$ cat src/rtl/shift_xfer_pkg.sv
// Shared encodings for the shift transfer controller: FSM states,
// universal shift register mode codes and serial direction constants.
package shift_xfer_pkg;

    localparam logic [1:0] IDLE  = 2'd0;
    localparam logic [1:0] SHIFT = 2'd1;
    localparam logic [1:0] RESP  = 2'd2;

    localparam logic [1:0] HOLD  = 2'b00;
    localparam logic [1:0] SHR   = 2'b01;
    localparam logic [1:0] SHL   = 2'b10;
    localparam logic [1:0] LOAD  = 2'b11;

    localparam logic DIR_LSB_FIRST = 1'b0;
    localparam logic DIR_MSB_FIRST = 1'b1;

endpackage

$ cat src/rtl/ushift_reg.sv
// N-bit universal shift register: hold, shift right, shift left or
// parallel load, with an asynchronous active-low clear.
module ushift_reg
    import shift_xfer_pkg::*;
#(
    parameter int N = 8
) (
    input  logic         clk,
    input  logic         rst_n,
    input  logic [1:0]   s,
    input  logic [N-1:0] d,
    input  logic         Lin,
    input  logic         Rin,
    output logic [N-1:0] q
);

    // Lin feeds the MSB on a right shift, Rin feeds the LSB on a left shift.
    always_ff @(posedge clk or negedge rst_n) begin
        if (!rst_n) begin
            q <= '0;
        end else begin
            case (s)
                SHR:     q <= {Lin, q[N-1:1]};
                SHL:     q <= {q[N-2:0], Rin};
                LOAD:    q <= d;
                default: q <= q;
            endcase
        end
    end

endmodule

$ cat src/rtl/shift_xfer_ctrl.sv
// Full-duplex serial word exchange: accepts a command word, shifts it out
// while capturing sin, then returns the captured word on a response handshake.
module shift_xfer_ctrl
    import shift_xfer_pkg::*;
#(
    parameter int N = 8
) (
    input  logic         clk,
    input  logic         rst_n,
    input  logic         cmd_valid,
    output logic         cmd_ready,
    input  logic         cmd_dir,
    input  logic [N-1:0] cmd_data,
    input  logic         shift_en,
    input  logic         sin,
    output logic         sout,
    output logic         sout_valid,
    output logic         rsp_valid,
    input  logic         rsp_ready,
    output logic [N-1:0] rsp_data,
    output logic         busy
);

    localparam int CNT_W = $clog2(N);
    localparam logic [CNT_W-1:0] CNT_LAST = CNT_W'(N - 1);

    logic [1:0]       state;
    logic             dir;
    logic [CNT_W-1:0] cnt;
    logic [1:0]       mode;
    logic [N-1:0]     q;

    ushift_reg #(.N(N)) u_sreg (
        .clk   (clk),
        .rst_n (rst_n),
        .s     (mode),
        .d     (cmd_data),
        .Lin   (sin),
        .Rin   (sin),
        .q     (q)
    );

    always_comb begin
        mode = HOLD;
        case (state)
            IDLE:    if (cmd_valid) mode = LOAD;
            SHIFT:   if (shift_en) mode = (dir == DIR_MSB_FIRST) ? SHL : SHR;
            default: mode = HOLD;
        endcase
    end

    // The final shift (cnt == N-1) leaves cnt untouched and moves to RESP.
    always_ff @(posedge clk or negedge rst_n) begin
        if (!rst_n) begin
            state <= IDLE;
            dir   <= DIR_LSB_FIRST;
            cnt   <= '0;
        end else begin
            case (state)
                IDLE: begin
                    if (cmd_valid) begin
                        dir   <= cmd_dir;
                        cnt   <= '0;
                        state <= SHIFT;
                    end
                end
                SHIFT: begin
                    if (shift_en) begin
                        if (cnt == CNT_LAST) state <= RESP;
                        else                 cnt   <= cnt + 1'b1;
                    end
                end
                RESP: begin
                    if (rsp_ready) state <= IDLE;
                end
                default: state <= IDLE;
            endcase
        end
    end

    always_comb begin
        cmd_ready  = (state == IDLE);
        busy       = (state != IDLE);
        sout_valid = (state == SHIFT);
        rsp_valid  = (state == RESP);
        rsp_data   = (state == RESP) ? q : '0;
        sout       = 1'b0;
        if (state == SHIFT) sout = (dir == DIR_MSB_FIRST) ? q[N-1] : q[0];
    end

endmodule
$ cat config.mk
export PLATFORM = sky130hd
export DESIGN_NAME = shift_xfer_ctrl
export DESIGN_NICKNAME = d
export VERILOG_FILES = /design/src/rtl/shift_xfer_pkg.sv /design/src/rtl/ushift_reg.sv /design/src/rtl/shift_xfer_ctrl.sv
export SDC_FILE = /design/constraint.sdc
export NUM_CORES = 1
export LEC_CHECK = 0
export CAP_MARGIN = 20
export CORE_MARGIN = 3
export CORE_UTILIZATION = 36
export DETAILED_ROUTE_END_ITERATION = 7
export PLACE_DENSITY = 0.65
export RECOVER_POWER = 100
export SETUP_SLACK_MARGIN = 0.2
export SYNTH_ARGS = -nofsm -noshare
export SYNTH_HDL_FRONTEND = slang
export SYNTH_SLANG_ARGS = --single-unit
$ cat constraint.sdc
create_clock -name clk -period 1.43 [get_ports clk]
set_input_delay 0.286 -clock clk [delete_from_list [all_inputs] [get_ports clk]]
set_output_delay 0.286 -clock clk [all_outputs]
set_load 0.02 [all_outputs]
==> results of run 1 <==
## how the worst max path moves through the flow
stage	from	end	slack, ns	cells after the start
final	state[0]$_DFFE_PN0P_	dir$_DFFE_PN0P_	-0.16	4
after global routing	state[1]$_DFFE_PN0P_	busy	-0.20	5
after CTS	state[1]$_DFFE_PN0P_	rsp_data[6]	-0.12	4
after detailed placement	cmd_valid	u_sreg.q[7]$_DFFE_PN0P_	-0.38	5
after global placement	cmd_valid	dir$_DFFE_PN0P_	-0.34	4
after floorplan	state[1]$_DFFE_PN0P_	cnt[0]$_DFFE_PN0P_	0.02	4
## power breakdown
group	switching [uW]	total [uW]	internal, uW
sequential	142	724	582
clock	134	289	155
combinational	850	1980	1130
total	1130	2990	1870
## what timing repair did
action / 4_1_cts / 5_1_grt
gates resized for setup: 100 / 31
setup endpoints to repair: 27 / 27
hold buffers: 0 / 0
hold endpoints to repair: 0 / 0
setup buffers: 3 / 6
gates cloned: 2 / 0
pin swaps: 10 / 10
## Yosys cell counts
master / instances / area, um2
a22o_1: 2 / 17.5
a2bb2oi_1: 8 / 70.1
a311oi_1: 1 / 8.76
a31oi_1: 8 / 50.1
a32o_1: 1 / 10.0
and2_1: 8 / 50.1
and4_1: 8 / 70.1
buf_2: 2 / 10.0
buf_6: 1 / 11.3
clkbuf_1: 3 / 11.3
dfrtp_1: 14 / 350
ha_1: 2 / 25.0
inv_1: 2 / 7.51
mux2_2: 1 / 11.3
mux2_4: 1 / 15.0
mux2i_1: 2 / 20.0
nand2_1: 1 / 3.75
nand3b_1: 1 / 7.51
nor2_1: 4 / 15.0
nor2b_1: 3 / 18.8
o21a_4: 1 / 15.0
o21ai_0: 8 / 40.0
or3b_1: 1 / 8.76
## per-layer routing
layer | vias to the layer above | wire length, um | share of wire, %
met5 | - | 0 | 0
met4 | 0 | 27 | 0.96
met3 | 4 | 138 | 4.9
met2 | 31 | 1440 | 51
met1 | 449 | 1200 | 43
li1 | 436 | - | -
## cells by family (layout without fill, tap and decap cells)
logic type	after synthesis	in the layout	share of synthesized area, %
AND/OR/NAND/NOR	26	26	20.5
AO/OA/AOI/OAI	29	29	25.0
multiplexers	4	4	5.46
flip-flops	14	14	41.4
adder cells (fa/ha/maj)	2	2	2.95
buffers and inverters	8	67	4.73
## final cells by class
cell class | instances | area, um2 | area share [%]
multi-input combinational | 61 | 609 | 37.4
timing repair buffer | 61 | 591 | 36.2
sequential | 14 | 353 | 21.6
clock buffer | 4 | 36.3 | 2.23
tap | 27 | 33.8 | 2.07
inverter | 2 | 7.51 | 0.460
## registers in the layout (all words and copies together), names as in the netlist
signal / count
u_sreg.q: 8
cnt: 3
state: 2
dir: 1
## critical path, delay by kind of cell (launching register included)
family	cells	cell delay, ns
buf+inv	2	0.31
mux	1	0.27
flops	1	0.47
simple gates	1	0.43
## stage by stage
| step | instances | hold WS (ns) | setup TNS (ns) | setup slack [ns] |
|---|---|---|---|---|
| after floorplan | 83 | -0.00959 | 0 | 0.0202 |
| after global placement | 154 | 0.484 | -6.04 | -0.338 |
| after detailed placement | 154 | 0.502 | -6.56 | -0.385 |
| after CTS | 163 | 0.321 | -1.64 | -0.124 |
| after global routing | 169 | 0.558 | -3.26 | -0.205 |
| final | 169 | 0.538 | -2.21 | -0.162 |
==> flow_summary.ini, run 1 <==
[worst_setup_path]
required_ns = 1.60
slowest_delay_ns = 0.47
reg2reg_from = state[0]$_DFFE_PN0P_
critical_path_arrival_ns = 1.76
rrSetupSlack_ns = -0.16
worstSetupStartpointType = register
crit_chain = buf_6 > or3b_4 > buf_8 > mux2_2
worst_path_max_delay_cell = dfrtp_2
critPathKind = reg2reg
path_max_fanout = 7
critPathCaptureType = register
r2r.worst_path.cells = 4
r2r_end = dir$_DFFE_PN0P_

[clocking]
clk_root_buffer_cell = clkbuf_4
clkTransAtPathRegs_ns = 0.09
insertion_delay_ns = 0.27
cts_buffer_depth = 2
tritoncts = done
clkSinkCount = 14
h-tree-depth = 1
numCtsBuffers = 3

[final_layout]
fin_nets = 160
n_antenna_cell = 0
final_common_cell = buf_6
utilization_pct = 78.3
fillers = 140
layout.cells.most_common_list = buf_6, buf_4, clkdlybuf4s50_1
syn_to_final_growth_pct = 92.5
drive_gt1_share_pct = 62.0
stdcell_area_mm2 = 0.00163

[die]
chipWidth_um = 54.5
core_area_mm2 = 0.00208
initial_core_util_pct = 40.7
die_height_um = 54.5
boundaryPins = 28
row_count = 16
die_area_mm2 = 0.00297

[detailed_routing]
wl_um = 2810
ant_nets = 0
vias_per_cell = 5.44
vias = 920
post_drt_wl_per_cell_um = 16.6
drt_iter0_drc = 24
drc_errors = 0
drtPass1Iterations = 4

[power_and_ir_drop]
p_per_area_mw_per_mm2 = 1840
leakagePower_uw = 0.000714
finalPower_uw = 2990
ir_drop_v = 0.00144

[global_routing]
antenna_found_initial = 0
use_met1_pct = 23.3
grt_pass1_wl_um = 3820
grt_max_degree = 15
grt_usage_pct = 18.3
met3_usage_pct = 3.54
grt_pass1_vias = 832
met2_usage_pct = 32.1
overflow = 0
grt-busiest-layer = met2

[logic_synthesis]
synthDistinctLibCells = 23
ys_seq_area_share_pct = 41.4
syn_nets = 100
netlist_area_um2 = 847
yosys_warnings = 0
synth_cells = 83
ys_seq_elements = 14
syn_area_per_cell_um2 = 10.2

[outcome]
status = finished with violations
violations = negative setup slack

[place]
placed_area_mm2 = 0.00133
portBuffers = 27
dp_hpwl_um = 1670
routabilityCongestion = 0.773

[min_path]
min_path_type = reg2reg
holdPathStages = 1
hp-start = cnt[1]$_DFFE_PN0P_
holdPathEnd = cnt[1]$_DFFE_PN0P_

[sta]
finalCritPeriodShare_pct = 111
rsz0062_at_grt = yes
final-hold-violation-count = 0
finClkSkew_ns = 0.00167
fmax_ghz = 0.628
final.setup.worst_slack_ns = -0.162
tightestPinTransition_ns = 0.826
setup_viol = 22
post-route-min-period_ns = 1.59
slew_headroom_pct = 44.9
slew_violations = 0

[run]
max-cap-violations = 0
No activity file was read; power rests on OpenSTA's default activity.
==> run 2: changes to the inputs <==
- clock period: 1.43 -> 1.4 ns (I/O delays scaled with it)
==> run 2 against run 1 <==
Compared with the run above:
- the flow still finishes with violations (negative setup slack)
- critical path depth stayed put
- global-route usage is 1.1 points higher
- clock power is 11% lower
- register-to-register slack hardly changed
- first-iteration DRC count is 46% lower
- via count is 2.4% higher
- die area stayed put
- worst hold slack worse by 0.0044 ns
- routed wire length is 3.3% higher
- non-clock buffer count is 1 higher
- setup slack hardly changed
- utilization is 2.3 points lower
- critical endpoint is now rsp_data[0]
- largest power group unchanged
==> flow_summary.ini, run 2 (synthesis gave the netlist of run 1 again) <==
[worst_setup_path]
crit_cells = 4
r2r.worst_path.cells = 4
critPathKind = reg2out
crit_chain = nor2b_4 > buf_6 > and2_4 > buf_6
crit_path_frequent_cell = buf_6
required_ns = 1.12
path_max_fanout = 5
worstSetupStartpointType = register
critPathCaptureType = output port
slowest_delay_ns = 0.46
cp_top_family = flip-flops
worst_path_max_delay_cell = dfrtp_2
critPathBufInv = 2
critical_path_arrival_ns = 1.28

[clocking]
cts_buffer_depth = 2
clk_root_buffer_cell = clkbuf_4
insertion_delay_ns = 0.28
tritoncts = done
numCtsBuffers = 3
hold_buffers = 0
h-tree-depth = 1
clkTransAtPathRegs_ns = 0.10
clkSinkCount = 14

[die]
boundaryPins = 28
initial_core_util_pct = 40.7
die_area_mm2 = 0.00297
core_area_mm2 = 0.00208
die_height_um = 54.5
row_count = 16
chipWidth_um = 54.5

[run]
max-cap-violations = 0

[detailed_routing]
vias = 942
ant_nets = 0
drt_iter0_drc = 13
wl_um = 2900
drc_errors = 0
drtPass1Iterations = 4
vias_per_cell = 5.54
post_drt_wl_per_cell_um = 17.0

[final_layout]
layout.cells.most_common_list = buf_6, buf_4, clkdlybuf4s50_1
stdcell_area_mm2 = 0.00158
final_common_cell = buf_6
syn_to_final_growth_pct = 86.9
fillers = 143
fin_nets = 161
largest_register_ffs = 8
drive_gt1_share_pct = 55.2
n_antenna_cell = 0
reg_top3 = u_sreg.q (8), cnt (3), state (2)
top_register = u_sreg.q

[power_and_ir_drop]
ir_drop_v = 0.00147
p_per_area_mw_per_mm2 = 1870
leakagePower_uw = 0.000719

[place]
placed_area_mm2 = 0.00136
portBuffers = 27
dp_hpwl_um = 1730
routabilityCongestion = 0.765
post-place-ws_ns = -0.409

[sta]
finClkSkew_ns = 0.000480
final.setup.worst_slack_ns = -0.162
final.setup.tns_ns = -2.30
slew_headroom_pct = 47.0
finalCritPeriodShare_pct = 112
post-route-min-period_ns = 1.56
rsz0062_at_grt = yes
final-hold-violation-count = 0
tightestPinTransition_ns = 0.795
fmax_ghz = 0.640
slew_violations = 0
setup_viol = 24

[outcome]
violations = negative setup slack
status = finished with violations

[min_path]
holdPathStages = 1
min_path_type = reg2reg

[global_routing]
grt_max_degree = 15
grt_pass1_vias = 835
grt_usage_pct = 19.4
antenna_found_initial = 0
overflow = 0
grt_pass1_wl_um = 4000
## run 2: cell count changes in the layout (fill, tap and decap cells not counted), moves of 2 or more
cell       change
a2bb2oi_1      +3
a2bb2oi_2      -3
buf_4          +2
ha_1           +2
mux2i_1        +2
mux2i_2        -2
## run 2: final timing paths
check | from | endpoint | slack (ns)
max | state[0]$_DFFE_PN0P_ | rsp_data[0] | -0.16
min | cnt[2]$_DFFE_PN0P_ | cnt[2]$_DFFE_PN0P_ | 0.53
max reg2reg | state[0]$_DFFE_PN0P_ | cnt[0]$_DFFE_PN0P_ | -0.15
min reg2reg | cnt[2]$_DFFE_PN0P_ | cnt[2]$_DFFE_PN0P_ | 0.53
max in group asynchronous | rst_n | state[1]$_DFFE_PN0P_ | 0.27
min in group asynchronous | rst_n | u_sreg.q[1]$_DFFE_PN0P_ | 0.59
## run 2: layout make-up
| type | instances | area (um2) | area share (%) |
|---|---|---|---|
| clock buffers | 4 | 26.3 | 1.66 |
| inverters | 2 | 7.51 | 0.474 |
| multi-input cells | 61 | 566 | 35.7 |
| flip-flops and latches | 14 | 353 | 22.3 |
| well taps | 27 | 33.8 | 2.13 |
| repair buffers | 62 | 597 | 37.7 |
## run 2: through the flow
step	instances	utilization, %	total power [uW]	hold WS [ns]
2_1_floorplan	83	-	1590	-0.0156
3_3_place_gp	156	65.2	2230	0.485
3_5_place_dp	156	65.2	2280	0.507
4_1_cts	166	72.4	2750	0.317
5_1_grt	170	76.0	3160	0.566
6_report	170	76.0	2970	0.534
## run 2: worst reg2reg max path: stages, from the launching register on
cell and delay, ns:
dfrtp_2 0.46, buf_6 0.14, or3b_4 0.44, o21a_4 0.15, mux2_4 0.26
## run 2: metal layers
layer / track usage, % / vias up / routed length (um)
met4: 4.98 / 0 / 38
met5: 0 / - / 0
met3: 3.00 / 4 / 131
met2: 34.1 / 34 / 1550
met1: 24.5 / 465 / 1180
li1: - / 439 / -
## run 2: repair_timing
action / in CTS / in global routing
pin swaps: 12 / 11
buffers inserted: 4 / 4
resized for setup: 104 / 15
cloned: 2 / 0
setup endpoints to repair: 27 / 27
## run 2: report_power, final
part	internal, uW	switching [uW]	total (uW)
registers	594	125	719
logic	1140	852	1990
clock network	110	148	258
